### config.mk
export PLATFORM = sky130hd
export DESIGN_NAME = vector_unpack_flat
export DESIGN_NICKNAME = d
export VERILOG_FILES = /design/src/rtl/vec_pkg.sv /design/src/rtl/vector_unpack_if.sv /design/src/rtl/vector_lane_select.sv /design/src/rtl/vector_unpack.sv /design/src/flat_wrapper.sv
export SDC_FILE = /design/constraint.sdc
export NUM_CORES = 1
export LEC_CHECK = 0
export CORE_MARGIN = 2
export CORE_UTILIZATION = 53
export CTS_CLUSTER_DIAMETER = 100
export CTS_CLUSTER_SIZE = 40
export DETAILED_ROUTE_END_ITERATION = 16
export GPL_TIMING_DRIVEN = 0
export PLACE_DENSITY = 0.86
export SKIP_LAST_GASP = 1
export SLEW_MARGIN = 0
export SYNTH_ARGS = -nofsm -noshare
export SYNTH_HDL_FRONTEND = slang
export SYNTH_SLANG_ARGS = --single-unit
### constraint.sdc
create_clock -name clk -period 5 [get_ports clk]
set_input_delay 1 -clock clk [delete_from_list [all_inputs] [get_ports clk]]
set_output_delay 1 -clock clk [all_outputs]
set_load 0.01 [all_outputs]
### src/rtl/vec_pkg.sv
// Shared definitions for the vector unpacker: default widths, FSM state
// encoding and the job length normalisation rule.
package vec_pkg;

  localparam int V_DEF  = 128;
  localparam int N_DEF  = 32;
  localparam int LANES  = V_DEF / N_DEF;
  localparam int LANE_W = 2;
  localparam int CNT_W  = 3;

  typedef enum logic {
    IDLE   = 1'b0,
    STREAM = 1'b1
  } state_t;

  // A count of zero or anything above the lane total means "all lanes".
  function automatic logic [CNT_W-1:0] eff_count(input logic [CNT_W-1:0] c);
    return (c == '0 || c > CNT_W'(LANES)) ? CNT_W'(LANES) : c;
  endfunction

endpackage

### src/rtl/vector_unpack_if.sv
// Job-request and scalar-stream handshake bundle for vector_unpack.
// slave = the unpacker, master = whoever issues jobs and consumes scalars.
interface vector_unpack_if
  import vec_pkg::*;
#(
  parameter int V = V_DEF,
  parameter int N = N_DEF
) ();

  logic              in_valid;
  logic              in_ready;
  logic [V-1:0]      vector_input;
  logic [LANE_W-1:0] imm;
  logic [CNT_W-1:0]  count;
  logic              dir;

  logic              out_valid;
  logic              out_ready;
  logic [N-1:0]      dst;
  logic [LANE_W-1:0] lane_idx;
  logic              last;

  modport slave (
    input  in_valid, vector_input, imm, count, dir, out_ready,
    output in_ready, out_valid, dst, lane_idx, last
  );

  modport master (
    output in_valid, vector_input, imm, count, dir, out_ready,
    input  in_ready, out_valid, dst, lane_idx, last
  );

endinterface

### src/rtl/vector_lane_select.sv
// Purely combinational lane extractor: returns N-bit lane 'lane' of 'vector'.
module vector_lane_select
  import vec_pkg::*;
#(
  parameter int V = V_DEF,
  parameter int N = N_DEF
) (
  input  logic [V-1:0]      vector,
  input  logic [LANE_W-1:0] lane,
  output logic [N-1:0]      scalar
);

  assign scalar = vector[int'(lane)*N +: N];

endmodule

### src/rtl/vector_unpack.sv
// Streams selected N-bit lanes of a captured V-bit vector, one per handshake,
// with back-to-back job chaining. Define VEC_UNPACK_REVERSE_EN to honour 'dir'.
module vector_unpack
  import vec_pkg::*;
#(
  parameter int V = V_DEF,
  parameter int N = N_DEF
) (
  input logic            clk,
  input logic            rst_n,
  vector_unpack_if.slave bus
);

  state_t            state_q, state_d;
  logic [V-1:0]      vec_q;
  logic [LANE_W-1:0] ptr_q;
  logic [CNT_W-1:0]  rem_q;
  logic [LANE_W-1:0] step;
  logic              out_valid_w, in_ready_w, last_w;
  logic              accept, fire;

  assign last_w = (rem_q == CNT_W'(1));
  assign fire   = out_valid_w & bus.out_ready;
  assign accept = bus.in_valid & in_ready_w;

`ifdef VEC_UNPACK_REVERSE_EN
  logic dir_q;

  always_ff @(posedge clk or negedge rst_n) begin
    if (!rst_n)      dir_q <= 1'b0;
    else if (accept) dir_q <= bus.dir;
  end

  // Stepping by 3 in a 2-bit pointer is a modulo-4 decrement.
  assign step = dir_q ? LANE_W'(3) : LANE_W'(1);
`else
  logic dir_unused;
  assign dir_unused = bus.dir;
  assign step       = LANE_W'(1);
`endif

  // NOTE: sequential state uses non-blocking assignments so every register
  // samples pre-edge values regardless of process evaluation order.
  always_ff @(posedge clk or negedge rst_n) begin
    if (!rst_n) state_q <= IDLE;
    else        state_q <= state_d;
  end

  // NOTE: every variable gets a default at the top of a combinational block,
  // so no path can leave it unassigned and infer a latch.
  always_comb begin
    state_d = state_q;
    unique case (state_q)
      IDLE:    if (accept) state_d = STREAM;
      STREAM:  if (fire && last_w && !accept) state_d = IDLE;
      default: state_d = IDLE;
    endcase
  end

  // in_ready also opens on the final handshake so a new job chains without a bubble.
  always_comb begin
    out_valid_w = (state_q == STREAM);
    in_ready_w  = (state_q == IDLE) || (out_valid_w && bus.out_ready && last_w);
  end

  // NOTE: the captured vector is a plain register rather than a memory, and it
  // is reset on purpose: dst is read straight from it and must be zero in reset.
  always_ff @(posedge clk or negedge rst_n) begin
    if (!rst_n) begin
      vec_q <= '0;
      ptr_q <= '0;
      rem_q <= '0;
    end else if (accept) begin
      vec_q <= bus.vector_input;
      ptr_q <= bus.imm;
      rem_q <= eff_count(bus.count);
    end else if (fire) begin
      ptr_q <= ptr_q + step;
      rem_q <= rem_q - CNT_W'(1);
    end
  end

  vector_lane_select #(.V(V), .N(N)) u_lane_select (
    .vector (vec_q),
    .lane   (ptr_q),
    .scalar (bus.dst)
  );

  assign bus.out_valid = out_valid_w;
  assign bus.in_ready  = in_ready_w;
  assign bus.lane_idx  = ptr_q;
  assign bus.last      = last_w;

endmodule

### src/flat_wrapper.sv
// flat-port wrapper written by rule: the top's interface ports become plain ports
module vector_unpack_flat import vec_pkg::*;
#(
  parameter int V = V_DEF,
  parameter int N = N_DEF
)
  (clk, rst_n, bus_in_valid, bus_vector_input, bus_imm, bus_count, bus_dir, bus_out_ready, bus_in_ready, bus_out_valid, bus_dst, bus_lane_idx, bus_last);
  vector_unpack_if #(.V(V), .N(N)) bus_i ();
  input logic clk;
  input logic rst_n;
  input wire logic [$bits(bus_i.in_valid)-1:0] bus_in_valid;
  input wire logic [$bits(bus_i.vector_input)-1:0] bus_vector_input;
  input wire logic [$bits(bus_i.imm)-1:0] bus_imm;
  input wire logic [$bits(bus_i.count)-1:0] bus_count;
  input wire logic [$bits(bus_i.dir)-1:0] bus_dir;
  input wire logic [$bits(bus_i.out_ready)-1:0] bus_out_ready;
  output wire logic [$bits(bus_i.in_ready)-1:0] bus_in_ready;
  output wire logic [$bits(bus_i.out_valid)-1:0] bus_out_valid;
  output wire logic [$bits(bus_i.dst)-1:0] bus_dst;
  output wire logic [$bits(bus_i.lane_idx)-1:0] bus_lane_idx;
  output wire logic [$bits(bus_i.last)-1:0] bus_last;
  assign bus_i.in_valid = bus_in_valid;
  assign bus_i.vector_input = bus_vector_input;
  assign bus_i.imm = bus_imm;
  assign bus_i.count = bus_count;
  assign bus_i.dir = bus_dir;
  assign bus_i.out_ready = bus_out_ready;
  assign bus_in_ready = bus_i.in_ready;
  assign bus_out_valid = bus_i.out_valid;
  assign bus_dst = bus_i.dst;
  assign bus_lane_idx = bus_i.lane_idx;
  assign bus_last = bus_i.last;
  vector_unpack #(.V(V), .N(N)) u_core (.clk(clk), .rst_n(rst_n), .bus(bus_i));
endmodule
== Yosys cells after proc, flatten, opt, wreduce, memory -nomap -nowiden ==
Index checks and enable logic that the tools add are counted.
Storage, ports and cells
  memory bits (read-only): 0
  memories kept: 0
  register bits after elaboration: 134
  memory bits (writable): 0
  bits of input ports: 138
  latch bits: 0
Operators by class
  $mul: 0
  magnitude comparators: 1
  equal/unequal tests: 1
  add/subtract/negate cells: 2
  shift operators: 1
  bitwise logic cells: 3
  reduce and logical (&&, ||, !) cells: 9
  muxes and demuxes: 8
  divide/modulo/power cells: 0
Operators by type and width (number)
  $shiftx A128 B8 Y32: 1
  $mux W3: 3
  $logic_and A1 B1 Y1: 4
  $mux W2: 2
  $eq A3 B1 Y1 const B: 1
  $gt A3 B3 Y1 const B: 1
  $logic_not A3 Y1: 1
  $sub A3 B1 Y3 const B: 1
  $add A2 B1 Y2 const B: 1
  $and A1 B1 Y1: 2
  $logic_or A1 B1 Y1: 2
  $mux W1: 2
  $pmux W1 S2: 1
  $reduce_bool A2 Y1: 1
  $logic_not A1 Y1: 1
  $not A1 Y1: 1

== Depth between registers and ports, before layout ==
Gate-level depths: netlist of the first run.
  depth in word-level cells: 8
  mapped depth: 7

== Cells and area by module ==
A second synthesis of the first run with hierarchy kept.
Second synthesis, totals
  cells, all modules: 367
  area total of the unflattened synthesis: 6586.3 sq um
By module, submodules not included
  vector_unpack: area an instance 5771.8 sq um, cells an instance 328, instances 1
  vector_lane_select: area an instance 814.5 sq um, cells an instance 39, instances 1

== Least setup slack after synthesis of the first run ==
OpenSTA, ideal clock, no wires.
  path kind: reg-to-output
  from: register u_core.ptr_q[0], in the netlist u_core.bus.lane_idx[0]
  to: output port bus_dst[27]
  path slack: 2.624 ns
  stages on the path, launching flop included: 4
  data arrival time: 1.376 ns
  path buffers: 2
  required time: 4.000 ns
  cell sequence: dfrtp_1 > buf_4 > buf_2 > mux4_2
Between the ends
  cells in the longest elaborated chain, start to end: 1
RTL lines
  start, declared: RTL line vector_unpack.sv:16  | logic [LANE_W-1:0] ptr_q;
  start signal, assigned: RTL line vector_unpack.sv:75  | ptr_q <= bus.imm;
  start signal, assigned: RTL line vector_unpack.sv:78  | ptr_q <= ptr_q + step;
  $shiftx A128 B8 Y32: RTL line vector_lane_select.sv:13  | assign scalar = vector[int'(lane)*N +: N];
  end, declared: RTL line flat_wrapper.sv:19  | output wire logic [$bits(bus_i.dst)-1:0] bus_dst;
Every way passes these cells.

== Worst setup path after layout of the first run ==
  from: register u_core.ptr_q[1], in the netlist u_core.bus.lane_idx[1]
  to: output port bus_dst[11]
Same word-level chain as after synthesis.

==> results.sh, run 1 <==
export IMPL_status="finished clean"
export IMPL_irDropWorstVdd_mv=0.323
export IMPL_cp_start_kind="flip-flop"
export IMPL_fmax_mhz=289
export IMPL_yosys_area_share_simple=0.0242
export IMPL_cts_tree="built"
export IMPL_hpwl_um=11000
export IMPL_wl_um=16100
export IMPL_relSlewSlack=0.549
export IMPL_pin_count=175
export IMPL_wl_per_cell_um=21.8
export IMPL_holdWs_ns=0.502
export IMPL_synth_top_area_share=0.510
export IMPL_synth_area_um2=6570
export IMPL_met2RoutedLength_um=8120
export IMPL_cts_hold_buf=0
export IMPL_crit_type="flip-flop to primary output"
export IMPL_synth_avg_cell_area_um2=18.0
export IMPL_hold_class="flip-flop to flip-flop"
export IMPL_r2r_start="u_core.rem_q[1]"
export IMPL_r2r_setup_slack_ns=3.14
export IMPL_synthTopCellsByArea="dfrtp_1 (51%), mux2_4 (25%), mux4_2 (11%)"
export IMPL_cts_clk_slew_worst_paths_ns=0.06
export IMPL_start_util=0.545
export IMPL_antenna_cells=0
export IMPL_overflow=0
export IMPL_slew_viol_final=0
export IMPL_gr_usage_all_layers=0.259
export IMPL_holdCritStartpoint="u_core.vec_q[87]"
export IMPL_ys_types=35
export IMPL_drt_iter0_markers=200
export IMPL_vias=3984
export IMPL_synth_adder_area_share=0.00571
export IMPL_synth_xor_area_frac=0
export IMPL_cts_root_buf="clkbuf_16"
export IMPL_placedCellCount=706
export IMPL_core_area_um2=12100
export IMPL_ys_warn_count=0
export IMPL_power_leakage_nw=3.96
export IMPL_dpl_instance_area_um2=8530
export IMPL_ctsResizeCount=0
export IMPL_synth_seq_cells=134
export IMPL_antenna_left=0
export IMPL_route_layer_met1_wl_um=6620
export IMPL_rsz0062_at_grt="no"
export IMPL_grt_max_degree=75
export IMPL_first_global_vias=4646
export IMPL_rows=40
export IMPL_numCtsBuffers=17
export IMPL_clock_path_buffers=2
export IMPL_fin_crit_ns=3.46
export IMPL_synth_seq_area_share=0.510
export IMPL_fin_cells=738
export IMPL_gp_congestion=0.831
export IMPL_worstHoldEndpoint="u_core.vec_q[87]"
export IMPL_insertion_delay_ns=0.42
export IMPL_stdcell_area_um2=9200
export IMPL_antenna_found_initial=0
export IMPL_setup_viol=0
export IMPL_synth_cells=365
export IMPL_drive_gt1_frac=0.389
export IMPL_die_y_um=115
export IMPL_synth_top_family_by_area="multiplexers"
export IMPL_area_delta_synth_final_pct=40.0
export IMPL_pwr_density_cell_nw_per_um2=674
export IMPL_hold_viol=0
export IMPL_maxCapViolations=0
export IMPL_final_util=0.763
export IMPL_synth_largest_area_cell="dfrtp_1"
export IMPL_syn_nets=506
export IMPL_numPortBuffers=172
export IMPL_drcViolationCount=0
export IMPL_tightest_slew_ns=0.676
export IMPL_place_ws_ns=1.57
export IMPL_wl_met3_um=831
export IMPL_r2r_cells=7
export IMPL_clock_sinks=134
export IMPL_crit_arrival_ns=2.46
export IMPL_setup_slack_ns=1.54
export IMPL_die_area_um2=13300
export IMPL_htree_num_levels=4
export IMPL_cts_post_setup_buffers_inserted=0
export IMPL_reg2reg_to="u_core.vec_q[76]"
export IMPL_holdPathStages=1
export IMPL_setup_tns_ns=0
export IMPL_finalClockSkew_ns=0.00951
export IMPL_p_total_mw=6.20
export IMPL_drtPass1Iterations=4
export IMPL_highest_layer="met4"
export IMPL_worstPathRequired_ns=4.00
export IMPL_period_share=0.691
export IMPL_die_w_um=115
export IMPL_cp_max_fo=10
export IMPL_n_fill_cell=717
export IMPL_grt_pass1_wl_um=25400
export IMPL_endpoint_kind="primary output"
export IMPL_nNetsFinal=698
export IMPL_synth_mux_area_frac=0.393
export IMPL_viasPerCell=5.40
export IMPL_synth_compound_area_frac=0.0177
[worst max-delay path by stage]
stage,from,to,slack (ns),cells after the start
2_1_floorplan,u_core.bus.lane_idx[0],bus_dst[27],2.62,3
3_3_place_gp,rst_n,u_core.vec_q[123],-2.24,1
3_5_place_dp,bus_out_ready,bus_in_ready,1.57,4
4_1_cts,u_core.bus.lane_idx[1],bus_dst[11],1.49,4
5_1_grt,u_core.bus.lane_idx[1],bus_dst[17],1.40,4
6_report,u_core.bus.lane_idx[1],bus_dst[11],1.54,4
[power breakdown]
part,switching (mW),leakage [nW],internal [mW]
Combinational,0.927,2.05,1.88
Clock,0.475,0.319,0.947
Sequential,0.333,1.60,1.64
Total,1.74,3.96,4.47
[flip-flops by register name (all words and copies together) (netlist names)]
register,flops
u_core.bus.lane_idx,2
u_core.vec_q,128
u_core.rem_q,3
u_core.bus.out_valid,1
[critical path, stage by stage, from the launching register on]
cell and delay, ns:
dfrtp_1 0.35, buf_2 0.22, clkbuf_1 0.55, mux4_2 0.42, clkdlybuf4s50_1 0.50
[cells by family after synthesis]
logic type / count (synthesis)
mux: 161
flops: 134
buf+inv: 29
simple gates: 22
compound gates: 16
fa+ha+maj: 3
[synth_stat cells]
library cell and count:
nor3_1 1, buf_2 5, nand2_1 2, buf_4 4, o221a_2 1, nand2b_1 2
and2b_1 1, nand3_1 3, buf_12 11, a211o_1 1, a2bb2oi_1 1, ha_1 3
and3b_1 2, nand4b_4 1, nor2_1 2, clkbuf_1 3, mux2_4 109, inv_1 4
mux4_2 32, a221oi_1 3, nand2_4 1, a21bo_2 1, a311oi_1 1, buf_6 2
mux2_2 20, nand3b_1 1, o22ai_1 2, dfrtp_1 134, a21oi_1 4, and3_1 2
o21ai_0 2, and4b_1 1, nand2b_2 1, nor2b_1 1, or2_2 1
[placed cells by master (no fill, tap or decap), types with 3 or more instances in the layout]
cell / Yosys / routed
clkbuf_1: 3 / 4
bufinv_16: 0 / 6
clkdlybuf4s50_1: 0 / 171
a21oi_1: 4 / 4
dfrtp_1: 134 / 134
clkbuf_16: 0 / 17
mux4_2: 32 / 32
nand3_1: 3 / 3
buf_2: 5 / 5
clkinvlp_4: 0 / 3
inv_1: 4 / 4
clkinv_2: 0 / 3
buf_6: 2 / 3
mux2_2: 20 / 20
mux2_4: 109 / 109
buf_12: 11 / 11
a221oi_1: 3 / 3
buf_4: 4 / 4
ha_1: 3 / 3
[per-layer routing]
layer  vias to the layer above  track usage
met1                      2047        0.315
met2                       147        0.440
li1                       1751            -
met5                         -            0
met4                         0        0.119
met3                        39       0.0596
[layout make-up]
| cell class | count | area, um^2 | area share |
|---|---|---|---|
| clock buffer | 19 | 443 | 0.0481 |
| tap | 168 | 210 | 0.0228 |
| buffer | 25 | 309 | 0.0336 |
| timing repair buffer | 173 | 1750 | 0.190 |
| clock inverter | 13 | 226 | 0.0246 |
| sequential | 134 | 3350 | 0.364 |
| multi-input combinational | 202 | 2900 | 0.315 |
| inverter | 4 | 15.0 | 0.00163 |
Power figures use the tool's default switching activity.
==> run 2: changes to the inputs <==
--- a/config.mk
+++ b/config.mk
@@ -6,12 +6,12 @@
 export NUM_CORES = 1
 export LEC_CHECK = 0
 export CORE_MARGIN = 2
-export CORE_UTILIZATION = 53
+export CORE_UTILIZATION = 44
 export CTS_CLUSTER_DIAMETER = 100
 export CTS_CLUSTER_SIZE = 40
 export DETAILED_ROUTE_END_ITERATION = 16
 export GPL_TIMING_DRIVEN = 0
-export PLACE_DENSITY = 0.86
+export PLACE_DENSITY = 0.77
 export SKIP_LAST_GASP = 1
 export SLEW_MARGIN = 0
 export SYNTH_ARGS = -nofsm -noshare
==> constraint.sdc (replaced) <==
create_clock -name clk -period 2.93 [get_ports clk]
set_input_delay 0.586 -clock clk [delete_from_list [all_inputs] [get_ports clk]]
set_output_delay 0.586 -clock clk [all_outputs]
set_load 0.01 [all_outputs]
==> results.sh, run 2 (synthesis results as in run 1) <==
export IMPL_cp_start_kind="flip-flop"
export IMPL_period_share=0.968
export IMPL_numCtsBuffers=17
export IMPL_hold_viol=0
export IMPL_tightest_slew_ns=0.489
export IMPL_wl_per_cell_um=20.3
export IMPL_irDropWorstVdd_mv=0.555
export IMPL_p_total_mw=10.4
export IMPL_r2r_cells=7
export IMPL_layout_commonest_cell="clkdlybuf4s50_1"
export IMPL_place_ws_ns=0.247
export IMPL_crit_type="flip-flop to primary output"
export IMPL_hpwl_um=10600
export IMPL_crit_arrival_ns=2.25
export IMPL_placedCellCount=722
export IMPL_path_common_cell="buf_6"
export IMPL_cts_hold_buf=0
export IMPL_hold_class="input pin to asynchronous set/reset pin"
export IMPL_antenna_found_initial=0
export IMPL_power_leakage_nw=3.95
export IMPL_maxCapViolations=0
export IMPL_insertion_delay_ns=0.42
export IMPL_cts_tree="built"
export IMPL_cpPeakStageDelay_ns=0.53
export IMPL_drcViolationCount=0
export IMPL_cts_clk_slew_worst_paths_ns=0.06
export IMPL_wl_um=15300
export IMPL_worstPathRequired_ns=2.34
export IMPL_pin_count=175
export IMPL_largest_reg_flops=128
export IMPL_setup_tns_ns=0
export IMPL_core_area_um2=14600
export IMPL_numPortBuffers=172
export IMPL_r2r_setup_slack_ns=1.06
export IMPL_area_delta_synth_final_pct=39.8
export IMPL_first_global_vias=4480
export IMPL_drt_iter0_markers=183
export IMPL_fmax_mhz=353
export IMPL_reg2reg_to="u_core.vec_q[75]"
export IMPL_setup_viol=0
export IMPL_gp_congestion=0.805
export IMPL_status="finished clean"
export IMPL_drtPass1Iterations=4
export IMPL_cts_root_buf="clkbuf_16"
export IMPL_viasPerCell=5.19
export IMPL_nNetsFinal=698
export IMPL_slew_viol_final=0
export IMPL_die_y_um=126
export IMPL_grt_pass1_wl_um=24500
export IMPL_clock_path_buffers=2
export IMPL_die_w_um=126
export IMPL_cp_max_fo=10
export IMPL_fin_cells=753
export IMPL_start_util=0.451
export IMPL_gr_usage_all_layers=0.203
export IMPL_grt_max_degree=86
export IMPL_endpoint_kind="primary output"
export IMPL_path_buf_inv=3
export IMPL_overflow=0
export IMPL_vias=3906
export IMPL_drive_gt1_frac=0.388
export IMPL_finalClockSkew_ns=0.00790
export IMPL_layout_common_cells="clkdlybuf4s50_1 (171), dfrtp_1 (134), mux2_4 (109)"
export IMPL_r2r_start="u_core.rem_q[1]"
export IMPL_clock_sinks=134
export IMPL_top_register="u_core.vec_q"
export IMPL_crit_family="buffers and inverters"
export IMPL_htree_num_levels=4
export IMPL_die_area_um2=15900
export IMPL_cts_post_setup_buffers_inserted=0
export IMPL_startpoint="u_core.bus.lane_idx[0]"
export IMPL_antenna_left=0
export IMPL_antenna_cells=0
export IMPL_relSlewSlack=0.674
export IMPL_pwr_density_cell_nw_per_um2=1130
export IMPL_rsz0062_at_grt="yes"
export IMPL_rows=44
export IMPL_path_cells="buf_6 -> buf_6 -> mux4_2 -> clkdlybuf4s50_1"
export IMPL_fin_crit_ns=2.84
export IMPL_setup_slack_ns=0.0934
export IMPL_crit_slowest_cell="mux4_2"
run 2: changes by cell type in the layout (fill, tap and decap cells not counted):
cell,previous run,this run
inv_6,1,0
clkinvlp_4,3,2
buf_8,0,1
bufinv_16,6,4
clkbuf_2,0,2
buf_6,3,6
buf_2,5,4
clkbuf_8,1,2
buf_4,4,1
run 2: routing by layer:
layer | global-route usage | share of wire
met5 | 0 | 0
met4 | 0.0504 | 0.0087
met3 | 0.0684 | 0.064
met2 | 0.326 | 0.49
met1 | 0.266 | 0.44
run 2: metrics by stage:
| stage | area [um^2] | hold WS, ns | util |
|---|---|---|---|
| 2_1_floorplan | 6570 | 0.290 | - |
| 3_3_place_gp | 8520 | 0.485 | 0.584 |
| 3_5_place_dp | 8550 | 0.489 | 0.586 |
| 4_1_cts | 9180 | 0.119 | 0.630 |
| 5_1_grt | 9190 | 0.138 | 0.630 |
| 6_report | 9190 | 0.109 | 0.630 |
run 2: layout make-up:
type,instances,area [um^2]
tap,184,230
multi-input combinational,202,2900
fill,1059,5400
buffer,25,333
clock buffer,22,464
inverter,4,15.0
clock inverter,9,150
sequential,134,3350
timing repair buffer,173,1750
run 2: how the worst max path moves through the flow:
stage / end / cells past startpoint
after floorplan: bus_dst[27] / 3
after global placement: u_core.vec_q[53] / 1
after detailed placement: bus_dst[20] / 4
after CTS: bus_dst[27] / 4
after global routing: bus_dst[12] / 4
final: bus_dst[12] / 4
run 2: timing repair:
item,4_1_cts,5_1_grt
pin swaps,0,0
resized for setup,6,2
setup endpoints to repair,24,3
run 2: power by group:
group | total, mW | switching, mW | internal, mW
Clock | 2.26 | 0.803 | 1.46
Sequential | 3.33 | 0.536 | 2.80
Combinational | 4.80 | 1.57 | 3.23
